===== config.mk =====
export PLATFORM = sky130hd
export DESIGN_NAME = digit_fb_writer
export DESIGN_NICKNAME = d
export VERILOG_FILES = /design/src/rtl/digit_fb_pkg.sv /design/src/rtl/digit_slot_scanner.sv /design/src/rtl/digit_fb_writer.sv
export SDC_FILE = /design/constraint.sdc
export NUM_CORES = 1
export LEC_CHECK = 0
export CAP_MARGIN = 0
export CORE_ASPECT_RATIO = 1.25
export CORE_MARGIN = 4
export CORE_UTILIZATION = 45
export CTS_BUF_LIST = sky130_fd_sc_hd__clkbuf_8
export DETAILED_ROUTE_END_ITERATION = 8
export HOLD_SLACK_MARGIN = 0.03
export PLACE_DENSITY = 0.68
export RECOVER_POWER = 25
export SLEW_MARGIN = 25
export SYNTH_ARGS = -nofsm -noshare
export SYNTH_HDL_FRONTEND = slang
export SYNTH_SLANG_ARGS = --single-unit

===== constraint.sdc =====
create_clock -name clk -period 14.5 [get_ports clk]
set_input_delay 2.9 -clock clk [delete_from_list [all_inputs] [get_ports clk]]
set_output_delay 2.9 -clock clk [all_outputs]
set_load 0.05 [all_outputs]

===== src/rtl/digit_fb_pkg.sv =====
// Shared types and helpers for the 4-digit display image writer.
// State encoding, slot count and digit helpers used by writer and scanner.
package digit_fb_pkg;

    typedef enum logic [2:0] {
        ST_IDLE,
        ST_LOAD,
        ST_FILL,
        ST_DRAIN,
        ST_DONE
    } state_e;

    localparam int NUM_SLOTS = 4;

    // Digit codes at or above this have no glyph and render as background.
    localparam logic [3:0] BLANK_CODE = 4'd10;

    function automatic logic [3:0] slot_digit(
        input logic [15:0] bcd,
        input logic [1:0]  slot
    );
        logic [3:0] d;
        case (slot)
            2'd0:    d = bcd[15:12];
            2'd1:    d = bcd[11:8];
            2'd2:    d = bcd[7:4];
            default: d = bcd[3:0];
        endcase
        return d;
    endfunction

    function automatic logic [1:0] lowest_slot(input logic [3:0] mask);
        logic [1:0] s;
        if (mask[0])      s = 2'd0;
        else if (mask[1]) s = 2'd1;
        else if (mask[2]) s = 2'd2;
        else              s = 2'd3;
        return s;
    endfunction

endpackage


===== src/rtl/digit_slot_scanner.sv =====
// Raster x/y walker over one glyph slot.
// Produces font ROM and image RAM addresses for the current pixel.
module digit_slot_scanner
    import digit_fb_pkg::*;
#(
    parameter int SLOT_W = 60,
    parameter int SLOT_H = 120,
    parameter int FB_AW  = 16,
    parameter int ROM_AW = 17
) (
    input  logic                         clk,
    input  logic                         rst,
    input  logic                         start,
    input  logic                         en,
    input  logic [$clog2(NUM_SLOTS)-1:0] slot,
    input  logic [3:0]                   glyph,
    output logic [ROM_AW-1:0]            rom_addr,
    output logic [FB_AW-1:0]             fb_addr,
    output logic                         last_pixel
);

    localparam int SLOT_PIX = SLOT_W * SLOT_H;
    localparam int XW = (SLOT_W > 1) ? $clog2(SLOT_W) : 1;
    localparam int YW = (SLOT_H > 1) ? $clog2(SLOT_H) : 1;

    logic [XW-1:0] x_q, x_d;
    logic [YW-1:0] y_q, y_d;
    logic          x_last, y_last;

    assign x_last     = (x_q == XW'(SLOT_W - 1));
    assign y_last     = (y_q == YW'(SLOT_H - 1));
    assign last_pixel = x_last && y_last;

    always_comb begin
        x_d = x_q;
        y_d = y_q;
        if (start) begin
            x_d = '0;
            y_d = '0;
        end else if (en) begin
            if (x_last) begin
                x_d = '0;
                y_d = y_last ? '0 : y_q + 1'b1;
            end else begin
                x_d = x_q + 1'b1;
            end
        end
    end

    always_ff @(posedge clk) begin
        if (rst) begin
            x_q <= '0;
            y_q <= '0;
        end else begin
            x_q <= x_d;
            y_q <= y_d;
        end
    end

    assign rom_addr = ROM_AW'(glyph) * ROM_AW'(SLOT_PIX)
                    + ROM_AW'(y_q) * ROM_AW'(SLOT_W)
                    + ROM_AW'(x_q);

    assign fb_addr = FB_AW'(slot) * FB_AW'(SLOT_PIX)
                   + FB_AW'(y_q) * FB_AW'(SLOT_W)
                   + FB_AW'(x_q);

endmodule


===== src/rtl/digit_fb_writer.sv =====
// Renders a 4-digit BCD value into the display image RAM, one glyph slot
// at a time, skipping slots whose digit matches the last completed render.
module digit_fb_writer
    import digit_fb_pkg::*;
#(
    parameter int SLOT_W = 60,
    parameter int SLOT_H = 120,
    parameter int FB_AW  = 16,
    parameter int ROM_AW = 17
) (
    input  logic              clk,
    input  logic              rst,
    input  logic              start,
    input  logic              force_all,
    input  logic [15:0]       bcd_in,
    input  logic [11:0]       fg_color,
    input  logic [11:0]       bg_color,
    output logic              busy,
    output logic              done,
    output logic [ROM_AW-1:0] rom_addr,
    input  logic              rom_data,
    output logic              fb_we,
    output logic [FB_AW-1:0]  fb_addr,
    output logic [11:0]       fb_wdata
);

    state_e      state_q, state_d;
    logic [15:0] bcd_q, bcd_d;
    logic [15:0] cache_q, cache_d;
    logic        cache_inv_q, cache_inv_d;
    logic [11:0] fg_q, fg_d;
    logic [11:0] bg_q, bg_d;
    logic [3:0]  dirty_q, dirty_d;
    logic [1:0]  slot_q, slot_d;

    logic             fb_we_q;
    logic [FB_AW-1:0] fb_addr_q;
    logic             blank_q;

    logic [3:0]        load_dirty;
    logic [3:0]        rem_dirty;
    logic [3:0]        cur_digit;
    logic              cur_blank;
    logic              fill;
    logic              last_pixel;
    logic [ROM_AW-1:0] scan_rom;
    logic [FB_AW-1:0]  scan_fb;

    assign fill      = (state_q == ST_FILL);
    assign cur_digit = slot_digit(bcd_q, slot_q);
    assign cur_blank = (cur_digit >= BLANK_CODE);
    assign rem_dirty = dirty_q & ~(4'b0001 << slot_q);

    always_comb begin
        load_dirty = '0;
        for (int i = 0; i < NUM_SLOTS; i++) begin
            load_dirty[i] = force_all | cache_inv_q
                | (slot_digit(bcd_in, 2'(i)) != slot_digit(cache_q, 2'(i)));
        end
    end

    digit_slot_scanner #(
        .SLOT_W (SLOT_W),
        .SLOT_H (SLOT_H),
        .FB_AW  (FB_AW),
        .ROM_AW (ROM_AW)
    ) u_scan (
        .clk        (clk),
        .rst        (rst),
        .start      (!fill),
        .en         (fill),
        .slot       (slot_q),
        .glyph      (cur_digit),
        .rom_addr   (scan_rom),
        .fb_addr    (scan_fb),
        .last_pixel (last_pixel)
    );

    always_comb begin
        state_d     = state_q;
        bcd_d       = bcd_q;
        cache_d     = cache_q;
        cache_inv_d = cache_inv_q;
        fg_d        = fg_q;
        bg_d        = bg_q;
        dirty_d     = dirty_q;
        slot_d      = slot_q;
        unique case (state_q)
            ST_IDLE: begin
                if (start) state_d = ST_LOAD;
            end
            ST_LOAD: begin
                bcd_d   = bcd_in;
                fg_d    = fg_color;
                bg_d    = bg_color;
                dirty_d = load_dirty;
                if (|load_dirty) begin
                    state_d = ST_FILL;
                    slot_d  = lowest_slot(load_dirty);
                end else begin
                    state_d = ST_DONE;
                end
            end
            ST_FILL: begin
                if (last_pixel) state_d = ST_DRAIN;
            end
            ST_DRAIN: begin
                dirty_d = rem_dirty;
                if (|rem_dirty) begin
                    state_d = ST_FILL;
                    slot_d  = lowest_slot(rem_dirty);
                end else begin
                    state_d = ST_DONE;
                end
            end
            ST_DONE: begin
                cache_d     = bcd_q;
                cache_inv_d = 1'b0;
                state_d     = ST_IDLE;
            end
            default: state_d = ST_IDLE;
        endcase
    end

    always_ff @(posedge clk) begin
        if (rst) begin
            state_q     <= ST_IDLE;
            bcd_q       <= '0;
            cache_q     <= '0;
            cache_inv_q <= 1'b1;
            fg_q        <= '0;
            bg_q        <= '0;
            dirty_q     <= '0;
            slot_q      <= '0;
        end else begin
            state_q     <= state_d;
            bcd_q       <= bcd_d;
            cache_q     <= cache_d;
            cache_inv_q <= cache_inv_d;
            fg_q        <= fg_d;
            bg_q        <= bg_d;
            dirty_q     <= dirty_d;
            slot_q      <= slot_d;
        end
    end

    // Write stage lines up with rom_data, which returns one cycle after fetch.
    always_ff @(posedge clk) begin
        if (rst) begin
            fb_we_q   <= 1'b0;
            fb_addr_q <= '0;
            blank_q   <= 1'b0;
        end else begin
            fb_we_q <= fill;
            blank_q <= cur_blank;
            if (fill) fb_addr_q <= scan_fb;
        end
    end

    assign busy     = (state_q != ST_IDLE);
    assign done     = (state_q == ST_DONE);
    assign rom_addr = (fill && !cur_blank) ? scan_rom : '0;
    assign fb_we    = fb_we_q;
    assign fb_addr  = fb_addr_q;
    assign fb_wdata = !fb_we_q ? 12'h000
                    : (!blank_q && rom_data) ? fg_q : bg_q;

endmodule


==> results of run 1 <==
==> cell families after synthesis <==
| family | Yosys count |
|---|---|
| mux | 7 |
| fa+ha+maj | 85 |
| compound gates | 165 |
| flops | 97 |
| simple gates | 287 |
| xor+xnor | 50 |
| buf+inv | 68 |
==> critical path, delay by kind of cell (launching register included) <==
family	cells	cell delay, ns
adders and majority gates	5	1.93
AOI/OAI and AO/OA	6	1.26
buffers and inverters	3	1.04
and+or+nand+nor	4	0.72
DFF	1	0.48
xor gates and xnor gates	1	0.21
==> Yosys cell counts (3+ instances only) <==
cell type	n	area, sq um
nand2_1	182	683.2
dfxtp_1	97	1942
a21oi_1	88	440.4
ha_1	68	850.8
nor2_1	45	168.9
inv_1	36	135.1
xnor2_1	25	219.0
clkbuf_1	23	86.33
xor2_1	21	183.9
fa_1	17	340.3
a21boi_1	10	75.07
a21o_1	10	75.07
o21ai_0	10	50.05
and3_1	9	56.30
nand3_1	8	40.04
nor3_1	8	40.04
o21a_1	7	52.55
nand2b_1	6	37.54
nor2b_1	6	37.54
mux2i_1	4	40.04
o21ai_1	4	20.02
o21bai_1	4	30.03
a211oi_1	3	22.52
a22oi_1	3	22.52
a311oi_1	3	26.28
inv_2	3	11.26
mux2_2	3	33.78
nand4_1	3	18.77
or3_1	3	18.77
xnor2_2	3	48.80
==> cell type report <==
class | count | area, sq um
clock buffer | 9 | 123.9
clock inverter | 4 | 25.02
fill | 1290 | 5989
inverter | 40 | 152.6
multi-input combinational | 594 | 4065
sequential | 97 | 1942
tap | 171 | 214.0
timing repair buffer | 95 | 954.7
==> where the power goes <==
group / leakage [nW] / internal [mW] / switching, mW
combinational: 2.30 / 0.0550 / 0.0817
clock: 0.0782 / 0.0589 / 0.0922
sequential: 0.787 / 0.280 / 0.0115
==> worst paths after layout <==
path,start,to,slack [ns],cells past startpoint
hold / removal,fb_addr[13],fb_addr[13],0.45,2
setup / recovery,u_scan.y_q[3],rom_addr[16],5.57,19
setup reg to reg,u_scan.y_q[3],fb_addr[14],9.67,18
hold reg to reg,fb_addr[13],fb_addr[13],0.45,2
==> sequential cells by signal, indices dropped and copies added, names as in the netlist <==
name and cells:
slot_q 2, u_scan.y_q 7, fg_q 12, blank_q 1, bg_q 12, dirty_q 4
fb_addr 16, cache_inv_q 1, bcd_q 16, cache_q 16, fb_we 1, state_q 3
u_scan.x_q 6
==> metal layers <==
metal	vias to the layer above	wire length (microns)	track usage, %
met5	-	0	0
met4	0	415	8.354
met3	28	550	2.977
met2	103	7908	34.81
met1	2540	6654	24.04
li1	2698	-	-
==> qor.txt, run 1 <==
====================================================================================
Clock tree skew after final layout                                        0.01574 ns
Upper clock frequency limit                                                112.0 MHz
Fraction of registers with async set/reset                                        0%
TritonCTS Buffers                                                                  9
Post-synthesis share of cell area spent on xor and xnor gates                 7.473%
Layout net count                                                                 967
Power after layout                                                         0.5795 mW
Sum of routed wire length over all layers                                   15.53 mm
TritonRoute pass-1 iters                                                           4
Layout cells sized above 1                                                    5.483%
Relative max-transition margin                                               -127.7%
Total count of max-transition violations in the final report                      80
Startpoint kind of the worst setup timing path                             flip-flop
Mean instance size in the synthesized netlist                            8.251 sq um
Area fraction in compound gates after synthesis                               16.76%
Placement-stage worst setup slack                                           5.989 ns
Total placed instance area                                                7327 sq um
Post-route design area                                                    7477 sq um
Part of the cycle the worst path needs                                        61.56%
Core footprint                                                           13470 sq um
TritonCTS clock tree                                                             yes
Area Overhead vs Synth                                                        19.40%
Sinks on Clock Net                                                                97
Worst hold path type                                                      reg -> reg
Clock network latency to the later pin of the worst-skew pair                0.38 ns
Count of instances resized after the clock tree is built                           0
Largest fanout on the critical path                                                5
Max-capacitance violation count                                                    1
Status                                                                  finished, violations left
Weighted congestion at the end of routability-driven global placement         0.9017
Category of the worst setup path capture point                           output port
Number of global-route vias before repair                                       5372
Data required, critical path                                                11.60 ns
Distinct cell type count after synthesis                                          69
Leakage power                                                               3.168 nW
DPL Wire Length                                                             11.84 mm
Drt wl/cell                                                             15.37 microns
Ports                                                                             93
Final Hold Vio Count                                                               0
Clk Tree Root Cell                                                          clkbuf_8
Highest-count cells in the layout ignoring fill and taps                nand2_1 (182), dfxtp_1 (97), clkdlybuf4s50_1 (91), a21oi_1 (88), ha_1 (68)
RSZ-0062 raised after global routing                                              no
Fraction of the mapped netlist area in simple logic gates                     20.28%
Peak per-stage delay on the critical path                                    0.82 ns
Vias                                                                            5369
CTS Hold Buffers Added                                                             0
Hold slack final                                                           0.4515 ns
Wire length of the first global-routing pass                                26.04 mm
Setup TNS                                                                       0 ns
Remaining Overflow, GRT                                                            0
Largest family of logic cells by synthesized area                       simple AND/OR/NAND/NOR gates
Sequential share of the synthesized area                                      31.01%
Starting DRC count in detailed routing                                           253
Remaining antenna violation count                                                  0
Mux cell area share after synthesis                                           1.179%
Minimum setup slack in the final design                                     5.573 ns
Post-synthesis instance area                                              6262 sq um
Die Area                                                                 15880 sq um
Chain of cells forming the critical path                                inv_1, fa_1, fa_1, inv_1, ha_1, a21o_1, a21oi_2, nor2b_1, o21a_1, o41ai_1, xnor2_1, ha_1, ha_1, and3_1, nand2_1, o21a_1, or3_1, a21oi_1, clkdlybuf4s50_1
Worst slew pin tran                                                         3.415 ns
Number of enable flip-flop cells after synthesis                                   0
Final period demand of the worst path                                       8.927 ns
Post-placement cell count                                                        997
Failing checks                                                          max-capacitance violations, max-slew violations
Leading cell type in the layout, fill and taps excluded                      nand2_1
Net count after synthesis                                                        889
Initial antenna violation count                                                    0
Most used DFF post-synth                                                     dfxtp_1
Clock slew at reported path FFs                                              0.10 ns
Post-Synth Adder-Cell Area                                                    19.02%
Power per Cell Area                                                     77.50 nW/um^2
Setup Fix Bufs, Post-CTS                                                           0
Number of storage elements in the synthesis netlist                               97
Gate count after technology mapping                                              759
Layout Cells excl Fill                                                          1010
Max Buffers Root-to-Sink                                                           2
Number of design rule violations left after detail routing                         0
Yosys Warn Count                                                                   0
Largest net degree at the start of global routing                                 80
Floorplan row count                                                               47
H-tree depth                                                                       3
Arrival time of the worst setup path                                         6.03 ns
Final core utilization                                                        55.52%
Initial core utilization                                                      46.50%
Die Ht                                                                  139.9 microns
Number of endpoints failing setup at the final stage                               0
Most prevalent standard cell on the critical path                               ha_1
DIE WIDTH                                                               113.5 microns
Kind of critical path                                                     reg -> out
Buffers added on ports                                                            92
Largest vdd supply drop                                                     57.31 uV
Global routing usage summed across all routing layers                         19.87%
Number of antenna diodes                                                           0
Slowest cell on the critical path                                       clkdlybuf4s50_1
Vias per cell                                                                  5.316
====================================================================================
Power figures use the tool's default switching activity.
==> run 2, diff against run 1 <==
Clock period 14.5 ns to 8.45 ns, I/O delays scaled along.
==> qor.txt, run 2 (synthesis gave the netlist of run 1 again) <==
====================================================================================
Layout net count                                                                 967   unchanged
DPL Wire Length                                                             11.96 mm   was 11.84 mm
Post-placement cell count                                                        997   unchanged
Setup TNS                                                                       0 ns   unchanged
Most prevalent standard cell on the critical path                               ha_1   unchanged
Net Sw Power                                                               0.3286 mW   was 0.1855 mW
Layout Cells excl Fill                                                          1013   was 1010
Wire length of the first global-routing pass                                25.35 mm   was 26.04 mm
Category of the worst setup path capture point                           output port   unchanged
Startpoint kind of the worst setup timing path                             flip-flop   unchanged
Data required, critical path                                                 6.76 ns   was 11.60 ns
DIE WIDTH                                                               113.5 microns   unchanged
Initial core utilization                                                      46.50%   unchanged
Number of endpoints failing setup at the final stage                               0   unchanged
Number of global-route vias before repair                                       5258   was 5372
Buffers added on ports                                                            92   unchanged
Largest vdd supply drop                                                     99.20 uV   was 57.31 uV
Leading cell type in the layout, fill and taps excluded                      nand2_1   unchanged
Highest-count cells in the layout ignoring fill and taps                nand2_1 (182), dfxtp_1 (97), clkdlybuf4s50_1 (91), a21oi_1 (88), ha_1 (68)   unchanged
Largest net degree at the start of global routing                                 80   unchanged
Power per Cell Area                                                     141.9 nW/um^2   was 77.50 nW/um^2
Kind of critical path                                                     reg -> out   unchanged
TritonCTS clock tree                                                             yes   unchanged
Failing checks                                                          max-capacitance violations, max-slew violations   unchanged
Peak per-stage delay on the critical path                                    0.83 ns   was 0.82 ns
Worst slew pin tran                                                         3.372 ns   was 3.415 ns
Minimum setup slack in the final design                                    0.6646 ns   was 5.573 ns
Slowest cell on the critical path                                       clkdlybuf4s50_1   unchanged
Sinks on Clock Net                                                                97   unchanged
Upper clock frequency limit                                                128.4 MHz
Area Overhead vs Synth                                                        20.50%   was 19.40%
Sum of routed wire length over all layers                                   15.47 mm   was 15.53 mm
Arrival time of the worst setup path                                         6.10 ns   was 6.03 ns
TritonRoute pass-1 iters                                                           6   was 4
Global routing usage summed across all routing layers                         19.53%   was 19.87%
Weighted congestion at the end of routability-driven global placement         0.9118   was 0.9017
Starting DRC count in detailed routing                                           310   was 253
Number of antenna diodes                                                           0   unchanged
Final Hold Vio Count                                                               0   unchanged
Combinational share of power                                                   21.9%   was 23.6%
Largest fanout on the critical path                                                5   unchanged
Status                                                                  finished, violations left   unchanged
Setup Fix Bufs, Post-CTS                                                           0   unchanged
Layout cells sized above 1                                                    5.819%   was 5.483%
RSZ-0062 raised after global routing                                              no   unchanged
Part of the cycle the worst path needs                                        92.14%
Total count of max-transition violations in the final report                      80   unchanged
Count of instances resized after the clock tree is built                           0   unchanged
Power Internal                                                             0.7418 mW   was 0.3940 mW
Clock slew at reported path FFs                                              0.10 ns   about the same
Post-route design area                                                    7546 sq um   was 7477 sq um
Placement-stage worst setup slack                                           1.090 ns   was 5.989 ns
Relative max-transition margin                                               -124.8%   was -127.7%
Die Ht                                                                  139.9 microns   unchanged
Floorplan row count                                                               47   unchanged
Drt wl/cell                                                             15.28 microns   was 15.37 microns
Core footprint                                                           13470 sq um   unchanged
Switching Share                                                               30.70%   was 32.01%
Reg power frac                                                                 46.7%   was 50.3%
Final period demand of the worst path                                       7.785 ns
Remaining antenna violation count                                                  0   unchanged
Vias per cell                                                                  5.307   was 5.316
Worst hold path type                                                      reg -> reg   unchanged
TritonCTS Buffers                                                                  9   unchanged
Clock network latency to the later pin of the worst-skew pair                0.38 ns   about the same
Vias                                                                            5376   was 5369
Final core utilization                                                        56.03%   was 55.52%
Number of design rule violations left after detail routing                         0   unchanged
Max Buffers Root-to-Sink                                                           2   unchanged
CTS Hold Buffers Added                                                             0   unchanged
Ports                                                                             93   unchanged
Chain of cells forming the critical path                                inv_1, fa_1, fa_1, inv_1, ha_1, a21o_1, a21oi_2, nor2b_1, o21a_1, o41ai_1, xnor2_1, ha_1, ha_1, and3_1, nand2_1, o21a_1, or3_1, a21oi_1, clkdlybuf4s50_1   unchanged
Clk Tree Root Cell                                                          clkbuf_8   unchanged
Total placed instance area                                                7327 sq um   unchanged
Clock tree skew after final layout                                       0.008223 ns   was 0.01574 ns
Clock power share                                                              31.4%   was 26.1%
Leakage power                                                               3.201 nW   was 3.168 nW
Remaining Overflow, GRT                                                            0   unchanged
Initial antenna violation count                                                    0   unchanged
Max-capacitance violation count                                                    1   unchanged
Die Area                                                                 15880 sq um   unchanged
H-tree depth                                                                       3   unchanged
====================================================================================
run 2: changes by cell type in the layout (fill, tap and decap cells not counted), sizes merged:
| cell | before | now |
|---|---|---|
| bufinv | 0 | 2 |
| inv | 41 | 42 |
run 2: routing by layer:
metal  global-route usage (%)  share of wire (%)
met5                        0                  0
met2                    35.59                 53
met1                    22.94                 42
met4                    6.962                2.2
met3                    2.977                3.5
run 2: per-stage QoR:
| stage | power (mW) | hold WS [ns] |
|---|---|---|
| after detailed placement | 0.7455 | 0.4439 |
| after global placement | 0.7364 | 0.4407 |
| after floorplan | 0.6660 | 0.4332 |
| after CTS | 1.082 | 0.4579 |
| final | 1.070 | 0.4538 |
| after global routing | 1.126 | 0.4769 |
run 2: power groups by stage:
stage          logic, mW  clock network [mW]  registers, mW
6_report           0.234               0.336          0.500
5_1_grt            0.261               0.362          0.503
4_1_cts            0.236               0.345          0.500
3_5_place_dp       0.235                   0          0.510
3_3_place_gp       0.227                   0          0.510
2_1_floorplan      0.151                   0          0.515
run 2: cell type report:
type | count | area [sq um]
clock buffers | 9 | 123.9
clock inverters | 7 | 93.84
fillers | 1301 | 5921
inverters | 40 | 152.6
multi-input cells | 594 | 4065
flip-flops and latches | 97 | 1942
well taps | 171 | 214.0
repair buffers | 95 | 954.7
run 2: path summary, 6_finish.rpt:
check	slack (ns)	cells after the start	startpoint	endpoint
hold reg to reg	0.45	2	fb_addr[13]	fb_addr[13]
setup / recovery	0.66	19	u_scan.y_q[3]	rom_addr[16]
hold / removal	0.45	2	fb_addr[13]	fb_addr[13]
setup reg to reg	3.59	18	u_scan.y_q[3]	fb_addr[14]
run 2: worst max-delay path, delay by kind of cell, from the launching register on:
family	cells	cell delay (ns)
buffers and inverters	3	1.05
and+or+nand+nor	4	0.71
adders and majority gates	5	1.96
DFF	1	0.50
xor gates and xnor gates	1	0.22
AOI/OAI and AO/OA	6	1.28
==> run 3, diff against run 2 <==
Settings changed: TNS_END_PERCENT from default to 100.
==> results of run 3 <==
Final layout, timing and power as in run 2 (identical DEF).
